--- src/rtl/seq_detect_param.sv ---
// Parametrised serial sequence detector with run-time pattern load,
// overlap select, registered match pulse and saturating match counter.
module seq_detect_param #(
  parameter int               PAT_W   = 4,
  parameter logic [PAT_W-1:0] PAT_RST = 4'b0110,
  parameter int               CNT_W   = 8
) (
  input  logic             clk,
  input  logic             reset_n,
  input  logic             en,
  input  logic             x,
  input  logic             overlap,
  input  logic             pat_load,
  input  logic [PAT_W-1:0] pat_in,
  input  logic             cnt_clr,
  output logic             z,
  output logic [CNT_W-1:0] match_cnt,
  output logic             cnt_sat
);

  localparam int FILL_W = $clog2(PAT_W + 1);
  localparam logic [FILL_W-1:0] FILL_MAX = FILL_W'(PAT_W);
  localparam logic [FILL_W-1:0] FILL_ARM = FILL_W'(PAT_W - 1);
  localparam logic [CNT_W-1:0]  CNT_MAX  = '1;

  logic [PAT_W-1:0]  r_pat;
  logic [PAT_W-1:0]  r_hist;
  logic [FILL_W-1:0] r_fill;
  logic              r_z;
  logic [CNT_W-1:0]  r_cnt;
  logic              r_sat;

  logic              w_step;
  logic [PAT_W-1:0]  w_hist_n;
  logic              w_match;
  logic [FILL_W-1:0] w_fill_n;
  logic [CNT_W-1:0]  w_cnt_n;

  assign w_step   = en & ~pat_load;
  assign w_hist_n = {r_hist[PAT_W-2:0], x};
  assign w_match  = w_step
                  && (w_hist_n == r_pat)
                  && (r_fill >= FILL_ARM);

  // Non-overlap restarts the fill so the next match needs all-new bits
  always_comb begin
    w_fill_n = r_fill;
    if (w_match && !overlap)
      w_fill_n = '0;
    else if (r_fill != FILL_MAX)
      w_fill_n = r_fill + 1'b1;
  end

  always_comb begin
    w_cnt_n = r_cnt;
    if (cnt_clr)
      w_cnt_n = '0;
    else if (w_match && (r_cnt != CNT_MAX))
      w_cnt_n = r_cnt + 1'b1;
  end

  always_ff @(posedge clk or negedge reset_n) begin
    if (!reset_n) begin
      r_pat  <= PAT_RST;
      r_hist <= '0;
      r_fill <= '0;
      r_z    <= 1'b0;
      r_cnt  <= '0;
      r_sat  <= 1'b0;
    end else begin
      r_z   <= w_match;
      r_cnt <= w_cnt_n;
      r_sat <= (w_cnt_n == CNT_MAX);
      if (pat_load) begin
        r_pat  <= pat_in;
        r_hist <= '0;
        r_fill <= '0;
      end else if (en) begin
        r_hist <= w_hist_n;
        r_fill <= w_fill_n;
      end
    end
  end

  assign z         = r_z;
  assign match_cnt = r_cnt;
  assign cnt_sat   = r_sat;

endmodule

--- config.mk ---
export PLATFORM = sky130hd
export DESIGN_NAME = seq_detect_param
export DESIGN_NICKNAME = d
export VERILOG_FILES = /design/src/rtl/seq_detect_param.sv
export SDC_FILE = /design/constraint.sdc
export NUM_CORES = 1
export LEC_CHECK = 0
export BUFFER_PORTS_ARGS = -buffer_cell sky130_fd_sc_hd__buf_2
export CAP_MARGIN = 20
export CORE_MARGIN = 3
export CORE_UTILIZATION = 57
export CTS_CLUSTER_DIAMETER = 40
export DETAILED_ROUTE_END_ITERATION = 10
export PLACE_DENSITY = 0.87
export REMOVE_ABC_BUFFERS = 1
export SYNTH_ARGS = -nofsm -noshare
export SYNTH_HDL_FRONTEND = slang
export SYNTH_SLANG_ARGS = --single-unit
--- constraint.sdc ---
create_clock -name clk -period 3.4 [get_ports clk]
set_input_delay 0.34 -clock clk [delete_from_list [all_inputs] [get_ports clk]]
set_output_delay 0.34 -clock clk [all_outputs]
set_load 0.02 [all_outputs]
* Yosys cells after proc, flatten, opt, wreduce, memory -nomap -nowiden
Cells that the tools add are included.
** Word-level totals
- Register bits :: 20
** Operators by class
- Add/subtract/negate cells :: 2
- Reduce and logical (&&, ||, !) cells :: 8
- Muxes and demuxes :: 8
- Order comparisons :: 1
- Bitwise gates (word level) :: 2
- Equal/unequal tests :: 4
** Operator list (count)
- 2-to-1 mux 3 bit :: 6
- 2-to-1 mux 8 bit :: 2
- adder 8 x 1 -> 8 bit (second input constant) :: 1
- equality test 8 bit (second input constant) :: 1
- inequality test 8 bit (second input constant) :: 1
- equality test 4 bit :: 1
- logical AND 1 bit :: 4
- adder 3 x 1 -> 3 bit (second input constant) :: 1
- greater-or-equal comparator 3 x 2 -> 1 bit (second input constant) :: 1
- inequality test 3 bit (second input constant) :: 1
- nonzero test 3 bit :: 1
- AND reduction 2 bit :: 1
- nonzero test 2 bit :: 1
- AND 1 bit :: 1
- zero test 1 bit :: 1
- inverter 1 bit :: 1

* Longest topological paths before layout
Gate-level depths: netlist of run 1.
- Depth in word-level cells :: 8
- Gate-level depth with buffers :: 9
- Gate-level depth less buffers :: 9

* Least setup slack after synthesis of run 1
Ideal clock, no wire load.
- Kind :: flip-flop to flip-flop
- From :: register r_cnt[0] (netlist: match_cnt[0])
- To :: register r_sat (netlist: cnt_sat)
- Cell stages (with the launch flop) :: 9
- Library setup time :: 0.068 ns
- Path slack :: 1.404 ns
- Data arrival time :: 1.928 ns
- Path through :: dfrtp_1 ha_1 and4_1 nand4_1 nand3_1 buf_2 or3_1 a21oi_2 and4bb_1
** On the way
- Longest elaborated chain between the ends :: 5
- Elaborated cells on any way between the ends :: 6
** Ends and longest elaborated chain
- from (decl) :: RTL line 30 : logic [CNT_W-1:0] r_cnt;
- from (signal assigned) :: RTL line 72 : r_cnt <= w_cnt_n;
- branches (longest 2 deep; another with adder 8 x 1 -> 8 bit)
- 2-to-1 mux 8 bit * :: RTL line 58 : else if (w_match && (r_cnt != CNT_MAX))
- 2-to-1 mux 8 bit * :: RTL line 56 : if (cnt_clr)
- named net w_cnt_n[4] :: RTL line 37 : logic [CNT_W-1:0] w_cnt_n;
- equality test 8 bit * :: RTL line 73 : r_sat <= (w_cnt_n == CNT_MAX);
- to (signal assigned) :: RTL line 73
- to (decl) :: RTL line 31 : logic r_sat;
Mark *: on every way through the listed nets, which the timed path passes.
A chain may end at the register's enable or synchronous reset.

* Worst setup path in the final report of run 1
Ends and elaborated chain as after synthesis.

==> results of run 1 <==
-- worst max-delay path by stage --
stage / start / end / slack (ps) / cells after the start
after floorplan: match_cnt[0] / cnt_sat / 1200 / 7
after global placement: pat_load / cnt_sat / 1180 / 7
after detailed placement: pat_load / cnt_sat / 1090 / 7
after CTS: match_cnt[0] / cnt_sat / 1100 / 7
after global routing: match_cnt[0] / cnt_sat / 940 / 7
final: match_cnt[0] / cnt_sat / 1090 / 7
-- logic make-up (layout without fill, tap and decap cells) --
logic type      count (synthesis)  after routing  synth area share
mux                             8              8           0.07718
xor+xnor                        8              8           0.06356
buf+inv                        11             31           0.04766
compound gates                 14             14           0.08400
fa+ha+maj                       4              4           0.04540
flops                          20             20            0.4563
simple gates                   42             42            0.2259
-- worst register-to-register path, cell delays in order (launching register included) --
cell	delay, ps
dfrtp_1	450
ha_1	260
and4_1	230
nand4_1	90
nand3_1	300
or3_2	550
a21oi_1	180
and4bb_1	200
-- through the flow --
stage / setup slack [ps] / std cells / cell area, um^2
detailed placement: 1094 / 147 / 1204
finish: 1090 / 152 / 1240
global placement: 1179 / 147 / 1204
CTS: 1104 / 152 / 1240
floorplan: 1197 / 102 / 1072
global route: 936.0 / 152 / 1240
-- power by group --
group	total, mW	leakage [nW]	switching, mW	internal, mW
clock network	0.112	0.0150	0.0665	0.0456
logic	0.0524	0.304	0.0285	0.0239
registers	0.258	0.265	0.00945	0.249
-- layout make-up --
| cell class | count | area (um^2) |
|---|---|---|
| Clock buffer | 4 | 26.28 |
| Fill cell | 136 | 543.0 |
| Inverter | 6 | 22.52 |
| Multi-Input combinational cell | 76 | 546.8 |
| Sequential cell | 20 | 503.0 |
| Tap cell | 25 | 31.28 |
| Timing Repair Buffer | 21 | 110.1 |
-- layout by cell type (no fill, tap or decap) --
master	Yosys	routed
o21ai_0	4	4
a211oi_1	2	2
and4_1	1	1
a21oi_1	2	2
nand3_1	6	6
or3_2	1	1
dlygate4sd3_1	0	1
buf_2	3	20
nand4_1	2	2
nand2b_1	1	1
nor4_1	1	1
xor2_1	4	4
nor2_1	12	12
or3_1	1	1
dfrtp_1	18	18
ha_1	4	4
a22oi_1	1	1
nor2b_1	2	2
o211a_1	1	1
a31oi_1	2	2
and3_1	1	1
a21oi_2	1	1
nor4_4	1	1
mux2i_1	4	4
xnor2_1	4	4
nand3b_1	2	2
and4bb_1	1	1
nand2b_4	1	1
clkbuf_4	0	3
mux2_2	4	4
nor3_1	1	1
inv_1	6	6
a311oi_1	1	1
nand4b_1	2	2
dfstp_2	2	2
nand2_1	6	6
clkbuf_1	1	1
-- per-layer routing --
metal | track usage | vias up | part of all wire
met5 | 0 | - | 0
met4 | 0.06912 | 0 | 0.0070
li1 | - | 417 | -
met3 | 0.03625 | 2 | 0.035
met1 | 0.2548 | 411 | 0.47
met2 | 0.2907 | 23 | 0.49
-- state kept, by name, indices dropped and copies added (netlist names) --
| signal | cells |
|---|---|
| cnt_sat | 1 |
| r_fill | 3 |
| match_cnt | 8 |
| r_pat | 4 |
| z | 1 |
| r_hist | 3 |
-- timing repair --
action / 4_1_cts / 5_1_grt
setup buffers: 0 / 0
resized for setup: 0 / 0
hold endpoints to repair: 18 / 0
hold buffers: 1 / 0
==> flow_summary_export.csv, run 1 <==
group,metric,value,unit
die,num_io_pins,21,
yosys,avgSynthCellArea,10.30,um^2
global_routing,overflow,0,
critical_path,r2r_start,"match_cnt[0]",
layout,drive_gt1_frac,0.2598,
critical_path,crit_fanout,11,
yosys,ys_ff_latch,20,
cts,cts_buffers,3,
critical_path,r2r_cells,7,
die,row_count,15,
yosys,yosys.area.top_type,"dfrtp_1",
timing,finalSetupViolations,0,
pwr,p_per_area,341.2,nW/um^2
yosys,yosysMostFrequentCell,"dfrtp_1",
critical_path,end_kind,"register",
critical_path,cp_top_family,"simple AND/OR/NAND/NOR gates",
critical_path,worst_setup_path_start_kind,"register",
global_routing,antenna_found_initial,0,
timing,slew_viol_final,0,
worst_hold_path,hold_path.class,"in2reg",
critical_path,worstPathCellList,"ha_1 -> and4_1 -> nand4_1 -> nand3_1 -> or3_2 -> a21oi_1 -> and4bb_1",
outcome,status,"finished, final reports clean",
die,core-area,1783,um^2
yosys,synth-async-reset-ratio,1.000,
timing,fmax,432.9,MHz
cts,clk_latency,290,ps
cts,htreeDepth,1,
place,io_buffers,20,
cts,cts_sinks,20,
yosys,synth_cell_types,36,
critical_path,r2r_end,"cnt_sat",
cts,clk_path_buf_depth,2,
cts,cts_root_buffer,"clkbuf_4",
critical_path,rrSetupSlack,1090,ps
worst_hold_path,min_to,"r_pat[2]",
route,drtIter0Drc,24,
yosys,seq_area_frac_synth,0.4563,
pwr,leakagePower,0.5842,nW
worst_hold_path,worstHoldStart,"pat_in[2]",
yosys,synth_common_cells,"18 x dfrtp_1, 12 x nor2_1, 6 x inv_1, 6 x nand2_1, 6 x nand3_1",
yosys,synth_area,1102,um^2
route,wl,1996,um
pwr,finalPower,0.4230,mW
timing,hold_viol,0,
timing,whs,282.0,ps
timing,rsz0062_at_grt,"no",
timing,relSlewSlack,0.7243,
global_routing,grt_max_degree,21,
place,hpwl,1507,um
route,dr.pass1.iters,5,
yosys,yosysWarnings,0,
yosys,synth_edf_count,0,
die,dieHeight,49.98,um
layout,antenna_cells,0,
yosys,ys.flop_type,"dfrtp_1",
place,place.gp.congestion,0.7861,
critical_path,arrival,2550,ps
route,vias,853,
yosys,synth_top_area_share,0.4086,
die,die_w,49.98,um
critical_path,critPathSlowestCell,"or3_2",
timing,setup_tns,0,ps
critical_path,crit_type,"reg2reg",
route,postRouteAntennaNets,0,
critical_path,slowest_delay,550,ps
critical_path,path_buf_inv,0,
die,initial_core_util,0.6182,
critical_path,required,3640,ps
global_routing,grt_pass1_vias,812,
yosys,synth_area_leaders,"dfrtp_1 41%, dfstp_2 4.8%, ha_1 4.5%",
global_routing,grt_use_total,0.1863,
global_routing,grt_pass1_wl,3546,um
pwr,vdd_drop_max,0.0003243,V
layout,area_growth,12.49,%
run,cap_violations,0,
cts,cts_tree,"built",
route,avgViaCountPerCell,5.612,
timing,finalCriticalPeriod,2310,ps
route,wl_per_cell,13.13,um
layout,fin_util,0.6954,
layout,nets,143,
cts,cts.reportedPaths.clkPinSlew,110,ps
route,drc,0,
timing,tightestPinTransition,413.5,ps
yosys,netlist_instances,107,
timing,skew,11.29,ps
die,die_area,2498,um^2
worst_hold_path,min_path_cells,2,
timing,fin_crit_sh,0.6794,
(Power assumes the default switching activity.)
==> inputs of run 2 (changes only) <==
- ABC_AREA: not set -> 1
- CORE_UTILIZATION: 57 -> 50
- PLACE_DENSITY: 0.87 -> 0.8
- clock period: 3.4 -> 2 ns (I/O delays scaled with it)
==> run 2 against run 1 <==
  * Hold slack got worse by 220 ps
  * Synthesized area is 15% higher
  * Synthesized cell count rose by 64%
  * Register-to-register slack got worse by 920 ps
  * Clock power grew 78%
  * Final cell count rose by 50%
  * Core utilization fell by 6.9 points
  * Setup slack worse by 920 ps
  * Die area increased by 27%
  * First-iteration DRC count is 140% higher
  * Final area up 17%
  * Critical path type unchanged
  * Critical endpoint is now r_fill[1]
  * Largest cell class unchanged
  * Largest power group unchanged
==> flow_summary_export.csv, run 2 <==
group,metric,value,unit
critical_path,end_kind,"register",
critical_path,required,2250,ps
place,io_buffers,20,
critical_path,r2r_start,"r_fill[1]",
critical_path,slowest_delay,440,ps
critical_path,crit_path_end,"r_fill[1]",
route,wl,2731,um
yosys,synth-async-reset-ratio,1.000,
run,cap_violations,0,
die,initial_core_util,0.5472,
global_routing,antenna_found_initial,0,
layout,fin_cells,228,
route,dr.pass1.iters,4,
yosys,netlist_instances,176,
die,core-area,2318,um^2
global_routing,overflow,0,
timing,rsz0062_at_grt,"no",
die,row_count,17,
yosys,seq_area_frac_synth,0.3964,
yosys,synth_area_leaders,"dfrtp_1 36%, nand2_1 16%, inv_1 11%",
worst_hold_path,hold_path.class,"in2reg",
critical_path,cp_top_family,"simple AND/OR/NAND/NOR gates",
route,wl_per_cell,11.98,um
yosys,yosys.area.top_type,"dfrtp_1",
yosys,ys_ff_latch,20,
timing,skew,4.437,ps
critical_path,crit_type,"reg2reg",
timing,fmax,546.0,MHz
cts,cts_root_buffer,"clkbuf_4",
route,drtIter0Drc,57,
die,die_area,3178,um^2
timing,tightestPinTransition,439.4,ps
yosys,synth_top_area_share,0.3550,
outcome,status,"finished, final reports clean",
route,vias,1193,
global_routing,grt_pass1_vias,1168,
layout,layout_common_cells,"52 x nand2_1, 37 x inv_1, 20 x buf_2, 18 x dfrtp_1, 13 x nand3_1",
yosys,avgSynthCellArea,7.209,um^2
critical_path,worst_setup_path_start_kind,"register",
layout,drive_gt1_frac,0.2250,
critical_path,worstPathCellList,"ha_2 -> ha_1 -> nor2_1 -> nand2_1 -> nand2_1 -> inv_2 -> nand2_2 -> nor2_8 -> a21oi_2 -> nand3_1 -> nand2_1 -> nand2_1 -> nand2_1",
yosys,synth_area,1269,um^2
critical_path,rrSetupSlack,170,ps
cts,clk_path_buf_depth,2,
layout,largest_reg_flops,8,
die,dieHeight,56.37,um
global_routing,grt_max_degree,21,
route,avgViaCountPerCell,5.232,
timing,finalCriticalPeriod,1832,ps
timing,slew_viol_final,0,
timing,relSlewSlack,0.7071,
global_routing,grt_use_total,0.1921,
layout,area_growth,14.50,%
place,place.gp.congestion,0.8249,
cts,cts.reportedPaths.clkPinSlew,110,ps
critical_path,critPathSlowestCell,"dfrtp_1",
yosys,synth_edf_count,0,
layout,nFillCells,209,
yosys,yosysMostFrequentCell,"nand2_1",
critical_path,crit_fanout,6,
layout,antenna_cells,0,
pwr,leakagePower,0.8604,nW
worst_hold_path,worstHoldStart,"cnt_clr",
timing,finalSetupViolations,0,
layout,nets,216,
critical_path,critPathLaunch,"r_fill[1]",
critical_path,path_common_cell,"nand2_1",
cts,cts_buffers,3,
yosys,ys.flop_type,"dfrtp_1",
place,hpwl,2135,um
cts,cts_sinks,20,
global_routing,grt_pass1_wl,4885,um
layout,seqCellArea,503.0,um^2
route,postRouteAntennaNets,0,
die,die_w,56.37,um
route,drc,0,
die,num_io_pins,21,
layout,multi_input_area,624.3,um^2
yosys,yosysWarnings,0,
critical_path,arrival,2080,ps
timing,fin_crit_sh,0.9158,
cts,htreeDepth,1,
pwr,p_per_area,555.7,nW/um^2
yosys,synth_cell_types,25,
timing,setup_tns,0,ps
layout,layout_commonest_cell,"nand2_1",
pwr,vdd_drop_max,0.0004461,V
critical_path,r2r_end,"r_fill[1]",
timing,hold_viol,0,
place,dp.cells,222,
critical_path,path_buf_inv,1,
cts,clk_latency,300,ps
critical_path,worst-path-stages,13,
critical_path,r2r_cells,13,
yosys,synth_common_cells,"53 x nand2_1, 38 x inv_1, 18 x dfrtp_1",
cts,cts_tree,"built",
==> run 2: cells by family after synthesis <==
| family | Yosys count | synth area share |
|---|---|---|
| AO/OA/AOI/OAI | 14 | 0.06707 |
| XOR/XNOR | 2 | 0.01381 |
| adder cells (fa/ha/maj) | 4 | 0.03945 |
| buffers and inverters | 41 | 0.1223 |
| flip-flops | 20 | 0.3964 |
| AND/OR/NAND/NOR | 95 | 0.3609 |
==> run 2: power breakdown <==
part	switching [mW]	internal [mW]
clock	0.121	0.0778
sequential	0.0199	0.428
combinational	0.104	0.0570
==> run 2: repair_timing <==
item	in CTS	in global routing
gates resized for setup	0	6
endpoints found under the hold margin	18	0
buffers inserted	0	1
hold buffers	1	0
setup endpoints to repair	0	4
==> run 2: cell type report <==
| cell class | instances | area share |
|---|---|---|
| clock buffer | 4 | 0.01809 |
| tap | 28 | 0.02412 |
| sequential | 20 | 0.3463 |
| timing repair buffer | 22 | 0.08097 |
| inverter | 39 | 0.1008 |
| multi-input combinational | 115 | 0.4298 |
==> run 2: through the flow <==
stage	setup slack, ps	util	area, um^2	power [mW]	hold WS, ps
after floorplan	282.6	-	1260	0.5531	-95.59
after global placement	196.5	0.6017	1395	0.5921	163.9
after detailed placement	99.15	0.6017	1395	0.6032	168.3
after CTS	70.33	0.6174	1431	0.8027	54.03
after global routing	5.713	0.6266	1453	0.8554	42.85
final	168.4	0.6266	1453	0.8072	60.48
==> run 2: worst register-to-register path, delay by kind of cell, from the launching register on <==
family          cells  cell delay (ps)
buf+inv             1               40
compound gates      1              190
simple gates        9              730
fa+ha+maj           2              390
flops               1              440
==> run 2: worst min-delay path by stage <==
stage                         endpoint  slack [ps]  cells after the start
after global placement    match_cnt[3]         160                      1
after global routing      match_cnt[5]          40                      2
after detailed placement  match_cnt[3]         170                      1
after CTS                 match_cnt[5]          50                      2
after floorplan                cnt_sat        -100                      0
final                     match_cnt[5]          60                      2
==> run 2: layer usage <==
layer | share of wire | global-route usage
met5 | 0 | 0
met4 | 0.019 | 0.06441
met3 | 0.038 | 0.02989
met2 | 0.50 | 0.3456
met1 | 0.44 | 0.2312
==> inputs of run 3 (changes only) <==
- CORE_MARGIN: 3 -> 1
- SLEW_MARGIN: not set -> 20
==> run 3 against run 2 <==
  * Sequential share of layout area is 0.35 points lower
  * Global-route usage increased by 3.3 points
  * Clock skew fell by 2.7 ps
  * Final area grew 1.0%
  * Sequential cell count did not move
==> flow_summary_export.csv, run 3 (synthesized netlist as in run 2, its figures left out) <==
group,metric,value,unit
cts,cts_buffers,3,
cts,cts_tree,"built",
route,vias,1147,
timing,fin_ws,191.4,ps
timing,hold_viol,0,
critical_path,r2r_cells,13,
route,met1Wirelength,1188,um
cts,cts_sinks,20,
critical_path,arrival,2060,ps
die,row_count,17,
timing,fin_crit_sh,0.9043,
cts,clk_path_buf_depth,2,
global_routing,grt_use_total,0.2253,
timing,relSlewSlack,0.6982,
critical_path,worstPathCellList,"ha_1 -> ha_1 -> nor2_1 -> nand2_1 -> nand2_1 -> inv_1 -> nand2_2 -> nor2_8 -> a21oi_2 -> nand3_1 -> nand2_1 -> nand2_1 -> nand2_1",
critical_path,path_common_cell,"nand2_1",
route,avgViaCountPerCell,4.987,
worst_hold_path,worstHoldStart,"cnt_clr",
timing,slew_viol_final,0,
layout,finalInstanceArea,1468,um^2
global_routing,overflow,0,
pwr,p_per_area,584.1,nW/um^2
route,wl,2659,um
critical_path,rrSetupSlack,190,ps
critical_path,worst-path-stages,13,
place,place.gp.congestion,0.8375,
die,initial_core_util,0.5523,
layout,area_growth,15.68,%
worst_hold_path,min_to,"match_cnt[5]",
critical_path,r2r_end,"r_fill[0]",
die,die_area,2743,um^2
timing,fmax,552.9,MHz
critical_path,r2r_start,"r_fill[0]",
timing,finalSetupViolations,0,
die,num_io_pins,21,
cts,htreeDepth,1,
timing,finalCriticalPeriod,1809,ps
route,postRouteAntennaNets,0,
route,wl_per_cell,11.56,um
timing,tightestPinTransition,452.6,ps
die,die_w,52.37,um
cts,clk_latency,300,ps
die,dieHeight,52.37,um
worst_hold_path,hold_path.class,"in2reg",
critical_path,worst_setup_path_start_kind,"register",
layout,layout_common_cells,"53 x nand2_1, 37 x inv_1, 20 x buf_2, 18 x dfrtp_1, 13 x nand3_1",
timing,rsz0062_at_grt,"no",
route,drtIter0Drc,20,
global_routing,grt_pass1_wl,4485,um
layout,drive_gt1_frac,0.2178,
critical_path,path_buf_inv,1,
pwr,leakagePower,0.8786,nW
layout,nets,218,
critical_path,slowest_delay,420,ps
route,wl_met3,104,um
critical_path,required,2250,ps
layout,largest_reg_flops,8,
place,io_buffers,20,
cts,cts.reportedPaths.clkPinSlew,110,ps
place,place_ws,110.4,ps
timing,skew,1.785,ps
layout,nFillCells,196,
outcome,status,"finished, final reports clean",
layout,layout_commonest_cell,"nand2_1",
run,cap_violations,0,
route,topRoutingLayerUsed,"met4",
route,wl_met2,1335,um
timing,setup_tns,0,ps
die,core-area,2297,um^2
critical_path,cp_top_family,"simple AND/OR/NAND/NOR gates",
place,hpwl,2067,um
critical_path,crit_type,"reg2reg",
critical_path,end_kind,"register",
route,drc,0,
global_routing,antenna_found_initial,0,
global_routing,grt_pass1_vias,1019,
global_routing,grt_max_degree,21,
pwr,vdd_drop_max,0.0003664,V
critical_path,critPathSlowestCell,"dfrtp_1",
place,placed_area,1395,um^2
cts,cts_root_buffer,"clkbuf_4",
route,dr.pass1.iters,4,
critical_path,crit_fanout,6,
worst_hold_path,min_path_cells,2,
layout,antenna_cells,0,
run 3: cell types whose count changed in the layout (fill, tap and decap cells not counted), sizes merged:
cell and delta:
buf +2
run 3: area by class of cell:
| type | instances | area [um^2] | area share |
|---|---|---|---|
| flip-flops and latches | 20 | 503.0 | 0.3427 |
| clock buffers | 4 | 36.28 | 0.02472 |
| repair buffers | 24 | 132.6 | 0.09037 |
| inverters | 39 | 146.4 | 0.09974 |
| multi-input cells | 115 | 614.3 | 0.4186 |
| well taps | 28 | 35.03 | 0.02387 |
run 3: per-layer routing:
| layer | GRT usage | vias up |
|---|---|---|
| met3 | 0.02899 | 4 |
| met5 | 0 | - |
| met4 | 0.1009 | 0 |
| met1 | 0.2750 | 508 |
| li1 | - | 602 |
| met2 | 0.3903 | 33 |
run 3: timing repair:
| item | CTS | global route |
|---|---|---|
| resized for setup | 0 | 2 |
| setup buffers | 0 | 3 |
| endpoints found under the setup margin | 0 | 4 |
| hold buffers | 1 | 0 |
| endpoints found under the hold margin | 18 | 0 |
run 3: how the worst max path moves through the flow:
stage / from / endpoint / slack [ps]
after detailed placement: r_fill[0] / r_fill[0] / 110
final: r_fill[0] / r_fill[0] / 190
after global placement: r_fill[0] / r_fill[0] / 200
after global routing: r_fill[1] / cnt_sat / 3
after floorplan: r_fill[0] / r_fill[0] / 280
after CTS: r_fill[0] / r_fill[0] / 90
run 3: report_power, final:
part           switching (mW)  internal [mW]  total, mW
sequential             0.0176          0.428      0.445
clock                   0.129          0.111      0.240
combinational           0.107         0.0647      0.172
total                   0.254          0.604      0.857
run 3: per-stage QoR:
| step | instances | hold WS (ps) | power [mW] | utilization |
|---|---|---|---|---|
| final | 230 | 51.69 | 0.8573 | 0.6389 |
| after detailed placement | 222 | 171.9 | 0.6044 | 0.6073 |
| after global placement | 222 | 165.2 | 0.5923 | 0.6073 |
| after floorplan | 174 | -95.59 | 0.5531 | - |
| after global routing | 230 | 36.06 | 0.9016 | 0.6389 |
| after CTS | 227 | 37.81 | 0.8463 | 0.6275 |
